## config.mk

```make
export PLATFORM = sky130hd
export DESIGN_NAME = mc_ctrl
export DESIGN_NICKNAME = d
export VERILOG_FILES = /design/src/rtl/ctrl_pkg.sv /design/src/rtl/mc_decode.sv /design/src/rtl/mc_ctrl.sv
export SDC_FILE = /design/constraint.sdc
export NUM_CORES = 1
export LEC_CHECK = 0
export BUFFER_PORTS_ARGS = -buffer_cell sky130_fd_sc_hd__buf_4
export CORE_ASPECT_RATIO = 0.5
export CORE_MARGIN = 4
export CORE_UTILIZATION = 55
export DETAILED_ROUTE_END_ITERATION = 12
export HOLD_SLACK_MARGIN = 0.1
export PLACE_DENSITY_LB_ADDON = 0.08
export SLEW_MARGIN = 20
export SYNTH_ARGS = -nofsm -noshare
export SYNTH_HDL_FRONTEND = slang
export SYNTH_HIERARCHICAL = 1
export SYNTH_SLANG_ARGS = --single-unit
```

## constraint.sdc

```tcl
create_clock -name clk -period 6.5 [get_ports clk]
set_clock_uncertainty 0.15 [all_clocks]
set_input_delay 0 -clock clk [delete_from_list [all_inputs] [get_ports clk]]
set_output_delay 0 -clock clk [all_outputs]
set_load 0.005 [all_outputs]
```

## src/rtl/ctrl_pkg.sv

```systemverilog
// Shared encodings for the multi-cycle RV32I sequencer and its decoder.
package ctrl_pkg;

  typedef enum logic [2:0] {
    S_FETCH, S_DECODE, S_EXEC, S_MEM, S_WB, S_HALT
  } state_t;

  typedef enum logic [2:0] {
    C_ILL, C_R, C_I, C_LOAD, C_STORE, C_BRANCH
  } cls_t;

  localparam logic [6:0] OP_R      = 7'b0110011;
  localparam logic [6:0] OP_I      = 7'b0010011;
  localparam logic [6:0] OP_LOAD   = 7'b0000011;
  localparam logic [6:0] OP_STORE  = 7'b0100011;
  localparam logic [6:0] OP_BRANCH = 7'b1100011;
  localparam logic [6:0] F7_ALT    = 7'b0100000;

  localparam logic [4:0] ALU_NOP  = 5'b00000;
  localparam logic [4:0] ALU_ADD  = 5'b00011;
  localparam logic [4:0] ALU_SUB  = 5'b00100;
  localparam logic [4:0] ALU_SLL  = 5'b00101;
  localparam logic [4:0] ALU_SLT  = 5'b00110;
  localparam logic [4:0] ALU_SLTU = 5'b00111;
  localparam logic [4:0] ALU_XOR  = 5'b01000;
  localparam logic [4:0] ALU_SRL  = 5'b01001;
  localparam logic [4:0] ALU_SRA  = 5'b01010;
  localparam logic [4:0] ALU_OR   = 5'b01011;
  localparam logic [4:0] ALU_AND  = 5'b01100;

  localparam logic [2:0] EXT_NONE = 3'b000;
  localparam logic [2:0] EXT_S    = 3'b001;
  localparam logic [2:0] EXT_I    = 3'b010;
  localparam logic [2:0] EXT_B    = 3'b100;

  localparam logic [2:0] NPC_PC4  = 3'b000;
  localparam logic [2:0] NPC_BR   = 3'b001;

  localparam logic [2:0] DM_W     = 3'b000;
  localparam logic [2:0] DM_H     = 3'b001;
  localparam logic [2:0] DM_HU    = 3'b010;
  localparam logic [2:0] DM_B     = 3'b011;
  localparam logic [2:0] DM_BU    = 3'b100;

  localparam logic [1:0] WD_ALU   = 2'b00;
  localparam logic [1:0] WD_MEM   = 2'b01;

  // ALU operation for R / I-ALU; alt selects sub/sra on the shared funct3 slots
  function automatic logic [4:0] alu_code(input logic [2:0] f3, input logic alt);
    case (f3)
      3'b000:  return alt ? ALU_SUB : ALU_ADD;
      3'b001:  return ALU_SLL;
      3'b010:  return ALU_SLT;
      3'b011:  return ALU_SLTU;
      3'b100:  return ALU_XOR;
      3'b101:  return alt ? ALU_SRA : ALU_SRL;
      3'b110:  return ALU_OR;
      default: return ALU_AND;
    endcase
  endfunction

  // Data-memory access type from load/store funct3
  function automatic logic [2:0] dm_code(input logic [2:0] f3);
    case (f3)
      3'b000:  return DM_B;
      3'b001:  return DM_H;
      3'b100:  return DM_BU;
      3'b101:  return DM_HU;
      default: return DM_W;
    endcase
  endfunction

endpackage

```

## src/rtl/mc_decode.sv

```systemverilog
// Combinational instruction classifier: class, ALU/ext/mem selects, illegal flag.
module mc_decode
  import ctrl_pkg::*;
(
  input  logic [6:0] op,
  input  logic [2:0] funct3,
  input  logic [6:0] funct7,
  output cls_t       cls,
  output logic [4:0] alu_op,
  output logic [2:0] ext_op,
  output logic [2:0] dm_type,
  output logic       illegal
);

  logic alt;
  logic shamt_ok;

  assign alt     = (funct7 == F7_ALT);
  assign illegal = (cls == C_ILL);

  // Classify by opcode; any encoding not listed stays C_ILL
  always_comb begin
    cls      = C_ILL;
    alu_op   = ALU_NOP;
    ext_op   = EXT_NONE;
    dm_type  = DM_W;
    // only shifts constrain funct7 in I-ALU; elsewhere it is immediate bits
    shamt_ok = (funct3 == 3'b001) ? (funct7 == 7'b0) :
               (funct3 == 3'b101) ? (funct7 == 7'b0 || alt) : 1'b1;
    case (op)
      OP_R: if (funct7 == 7'b0 || (alt && (funct3 == 3'b000 || funct3 == 3'b101))) begin
        cls    = C_R;
        alu_op = alu_code(funct3, alt);
      end
      OP_I: if (shamt_ok) begin
        cls    = C_I;
        alu_op = alu_code(funct3, funct3 == 3'b101 && alt);
        ext_op = EXT_I;
      end
      OP_LOAD: if (funct3 != 3'b011 && funct3[2:1] != 2'b11) begin
        cls     = C_LOAD;
        alu_op  = ALU_ADD;
        ext_op  = EXT_I;
        dm_type = dm_code(funct3);
      end
      OP_STORE: if (!funct3[2] && funct3[1:0] != 2'b11) begin
        cls     = C_STORE;
        alu_op  = ALU_ADD;
        ext_op  = EXT_S;
        dm_type = dm_code(funct3);
      end
      OP_BRANCH: if (funct3[2:1] == 2'b00) begin
        cls    = C_BRANCH;
        alu_op = ALU_SUB;
        ext_op = EXT_B;
      end
      default: cls = C_ILL;
    endcase
  end

endmodule

```

## src/rtl/mc_ctrl.sv

```systemverilog
// Multi-cycle RV32I sequencer: FSM, shared memory-port handshake, retire counter.
module mc_ctrl
  import ctrl_pkg::*;
#(
  parameter int RETIRE_W = 32
) (
  input  logic                clk,
  input  logic                rstn,
  input  logic [6:0]          Op,
  input  logic [2:0]          Funct3,
  input  logic [6:0]          Funct7,
  input  logic                Zero,
  input  logic                mem_ready,
  output logic                mem_req,
  output logic                MemWrite,
  output logic                PCWrite,
  output logic                IRWrite,
  output logic                RegWrite,
  output logic                ALUSrc,
  output logic [4:0]          ALUOp,
  output logic [2:0]          EXTOp,
  output logic [2:0]          NPCOp,
  output logic [2:0]          DMType,
  output logic [1:0]          WDSel,
  output logic                halted,
  output logic [RETIRE_W-1:0] retired
);

  state_t     state;
  // low through reset and the release cycle so FETCH does not request early
  logic       run;
  cls_t       cls;
  logic [4:0] dec_alu;
  logic [2:0] dec_ext;
  logic [2:0] dec_dm;
  logic       illegal;
  logic       fetch_go;
  logic       mem_go;
  logic       taken;
  logic       retire;

  mc_decode u_decode (
    .op      (Op),
    .funct3  (Funct3),
    .funct7  (Funct7),
    .cls     (cls),
    .alu_op  (dec_alu),
    .ext_op  (dec_ext),
    .dm_type (dec_dm),
    .illegal (illegal)
  );

  // Strobes decode from state and class; mem_ready/Zero are the only same-cycle inputs
  always_comb begin
    fetch_go = run && (state == S_FETCH) && mem_ready;
    mem_go   = (state == S_MEM) && mem_ready;
    taken    = (cls == C_BRANCH) && (Funct3[0] ? !Zero : Zero);
    retire   = ((state == S_EXEC) && (cls == C_BRANCH)) ||
               (mem_go && (cls == C_STORE)) || (state == S_WB);
    mem_req  = (run && state == S_FETCH) || (state == S_MEM);
    MemWrite = (state == S_MEM) && (cls == C_STORE);
    IRWrite  = fetch_go;
    PCWrite  = fetch_go || ((state == S_EXEC) && taken);
    RegWrite = (state == S_WB);
    ALUSrc   = (state == S_EXEC) && (cls == C_I || cls == C_LOAD || cls == C_STORE);
    ALUOp    = (state == S_EXEC) ? dec_alu : ALU_NOP;
    EXTOp    = (state == S_EXEC) ? dec_ext : EXT_NONE;
    NPCOp    = ((state == S_EXEC) && taken) ? NPC_BR : NPC_PC4;
    DMType   = (state == S_MEM) ? dec_dm : DM_W;
    WDSel    = ((state == S_WB) && (cls == C_LOAD)) ? WD_MEM : WD_ALU;
    halted   = (state == S_HALT);
  end

  // Sequencer state and retired-instruction counter
  always_ff @(posedge clk or negedge rstn) begin
    if (!rstn) begin
      state   <= S_FETCH;
      run     <= 1'b0;
      retired <= '0;
    end else begin
      run <= 1'b1;
      if (retire) retired <= retired + RETIRE_W'(1);
      case (state)
        S_FETCH:  if (fetch_go) state <= S_DECODE;
        S_DECODE: state <= illegal ? S_HALT : S_EXEC;
        S_EXEC: begin
          case (cls)
            C_R, C_I:        state <= S_WB;
            C_LOAD, C_STORE: state <= S_MEM;
            default:         state <= S_FETCH;
          endcase
        end
        S_MEM:    if (mem_go) state <= (cls == C_STORE) ? S_FETCH : S_WB;
        S_WB:     state <= S_FETCH;
        default:  state <= S_HALT;
      endcase
    end
  end

endmodule

```

==> flow_summary.yaml <==
critical_path:
  path_class: "in2reg"
  worstPathArrival_ns: 2.75
  critPathRequiredTime_ns: 6.53
  crit_path_start_kind: "primary input"
  cp_max_fo: 15
  critical_path.endpoint_type: "register"
synth:
  synth_area_per_cell_um2: 9.04
  ys_ff_latch: 36
  syn_inst: 270
  synthArstFlopShare_pct: 100
  ys_warn_count: 6
  ys.flop_type: "dfrtp_1"
  ys_types: 49
  synth_edf_count: 0
  seq_area_frac_synth_pct: 36.9
  syn-cell-area_mm2: 0.00244
pwr:
  power_density_mw_per_mm2: 203
  vdd_drop_max_mv: 0.163
  p_leak_nw: 1.47
sta:
  setup_viol: 0
  tightest_slew_ns: 0.819
  hold_viol: 0
  rsz0062_at_grt: "no"
  period_share_pct: 41.8
  maxSlewHeadroom_pct: 45.2
  tns_ns: 0
  timing.fmax_ghz: 0.368
  drv_slew: 0
  final.min_clock_period_ns: 2.72
grt:
  grt_pass1_wl_um: 10100
  grt_max_degree: 37
  grt_overflow_total: 0
  grt_pass1_vias: 2190
  antenna_found_initial: 0
  grtUsageTotal_pct: 23.4
clock_network:
  post-cts-setup-buffers: 0
  clkSinkCount: 36
  cts_hold_buf: 4
  cts_tree: "built"
  clk_latency_ns: 0.29
  cts_buffers: 5
  clockBufferDepth: 2
  clk_pin_slew_worst_paths_ns: 0.07
  cts-root-buf: "clkbuf_8"
  htree_levels: 2
  cts_resized: 0
layout:
  area_growth_pct: 27.0
  final_common_cell: "buf_4"
  fin_area_mm2: 0.00310
  fillers: 311
  diodes: 0
  nets: 362
  layout_common_cells: "buf_4 (71), dfrtp_1 (36), nand2_1 (21)"
  drive_gt1_share_pct: 27.3
placed_design:
  dp.final_hpwl_um: 4520
  placed_area_mm2: 0.00296
  port_buffers: 71
  gp_congestion: 0.903
routing:
  viasPerCell: 5.65
  drtIter0Drc: 98
  drtAntennaViolNets: 0
  wirelength_um: 6110
  drt_drc_violations_left: 0
  vias: 2230
  firstDrtPassIters: 4
  wl_per_cell_um: 15.5
floorplan:
  core-area_mm2: 0.00408
  die_width_um: 102
  start_util_pct: 59.8
  num_rows: 16
  die-area_mm2: 0.00563
  die_h_um: 55.1
  pin_count: 76
status:
  status: "complete, no violations"
run:
  max-cap-violations: 0
worst_hold_path:
  min_path_type: "in2out"
-- metrics by stage --
stage | power (mW) | std cells | worst slack (ns) | util, % | hold slack, ns
final | 0.630 | 395 | 3.78 | 75.9 | 0.218
after global placement | 0.457 | 383 | 3.40 | 72.5 | -0.175
after global routing | 0.667 | 395 | 3.36 | 75.9 | 0.230
after CTS | 0.629 | 395 | 3.56 | 75.8 | 0.224
after detailed placement | 0.469 | 383 | 3.23 | 72.5 | -0.172
after floorplan | 0.384 | 272 | 4.11 | - | -0.446
-- worst paths after layout --
kind	from	endpoint	slack, ns	cells after the start
min reg2reg	retired[30]$_DFFE_PN0P_	retired[30]$_DFFE_PN0P_	0.34	1
max in group asynchronous	rstn	retired[20]$_DFFE_PN0P_	5.40	4
min in group asynchronous	rstn	retired[12]$_DFFE_PN0P_	0.61	4
max reg2reg	state[1]$_DFFE_PN0P_	retired[27]$_DFFE_PN0P_	4.08	5
min	Zero	NPCOp[0]	0.22	4
max	Op[2]	retired[27]$_DFFE_PN0P_	3.78	10
-- cell usage after synthesis, types with 3 or more instances --
master | number | area, um2
a21oi_1 | 10 | 50.1
and2_1 | 18 | 113
and3_1 | 7 | 43.8
and4_1 | 7 | 61.3
buf_2 | 6 | 30.0
buf_4 | 4 | 30.0
conb_1 | 3 | 11.3
dfrtp_1 | 36 | 901
inv_1 | 7 | 26.3
nand2_1 | 21 | 78.8
nand2b_1 | 5 | 31.3
nand3_1 | 16 | 80.1
nand4_1 | 13 | 81.3
nor2_1 | 17 | 63.8
nor2b_1 | 3 | 18.8
nor3_1 | 6 | 30.0
nor3b_1 | 5 | 37.5
nor4_1 | 4 | 25.0
nor4b_2 | 4 | 60.1
o21ai_0 | 11 | 55.1
xnor2_1 | 20 | 175
xor2_1 | 14 | 123
-- cell families after synthesis --
| logic type | Yosys count | share of synthesized area (%) |
|---|---|---|
| AND/OR/NAND/NOR | 135 | 34.1 |
| AO/OA/AOI/OAI | 38 | 10.1 |
| flip-flops | 36 | 36.9 |
| XOR/XNOR | 34 | 12.2 |
| buffers and inverters | 21 | 4.77 |
| other | 3 | 0.461 |
| multiplexers | 2 | 0.923 |
| adder cells (fa/ha/maj) | 1 | 0.512 |
-- cell type report --
cell class	count	area, um2	area share [%]
Timing Repair Buffer	75	583	18.8
Sequential cell	36	901	29.1
Clock inverter	3	18.8	0.605
Tap cell	54	67.6	2.18
Clock buffer	5	68.8	2.22
Inverter	7	26.3	0.847
Multi-Input combinational cell	215	1440	46.3
-- sequential cells by signal (all words and copies together), names as in the netlist --
| signal | flops |
|---|---|
| run | 1 |
| retired | 32 |
| state | 3 |
-- critical path, cell delays in order --
cell and delay (ns):
buf_4 0.11, nand4bb_4 0.26, nor3b_1 0.28, nand3_1 0.22, o21ai_0 0.25, nor3b_1 0.40, nand3_1 0.21, a21oi_2 0.63
nand4_1 0.21, xnor2_1 0.19
-- metal layers --
| metal | up-vias | wire length (um) | GRT usage, % | share of wire [%] |
|---|---|---|---|---|
| met1 | 1062 | 2670 | 29.1 | 44 |
| met5 | - | 0 | 0 | 0 |
| li1 | 1090 | - | - | - |
| met4 | 0 | 75 | 6.97 | 1.2 |
| met2 | 71 | 2980 | 42.9 | 49 |
| met3 | 7 | 377 | 3.88 | 6.2 |
-- power breakdown --
part           total, mW  switching [mW]  internal (mW)
registers          0.285          0.0368          0.248
logic              0.186          0.0954         0.0904
clock network      0.159          0.0841         0.0746
Power figures use the tool's default switching activity.
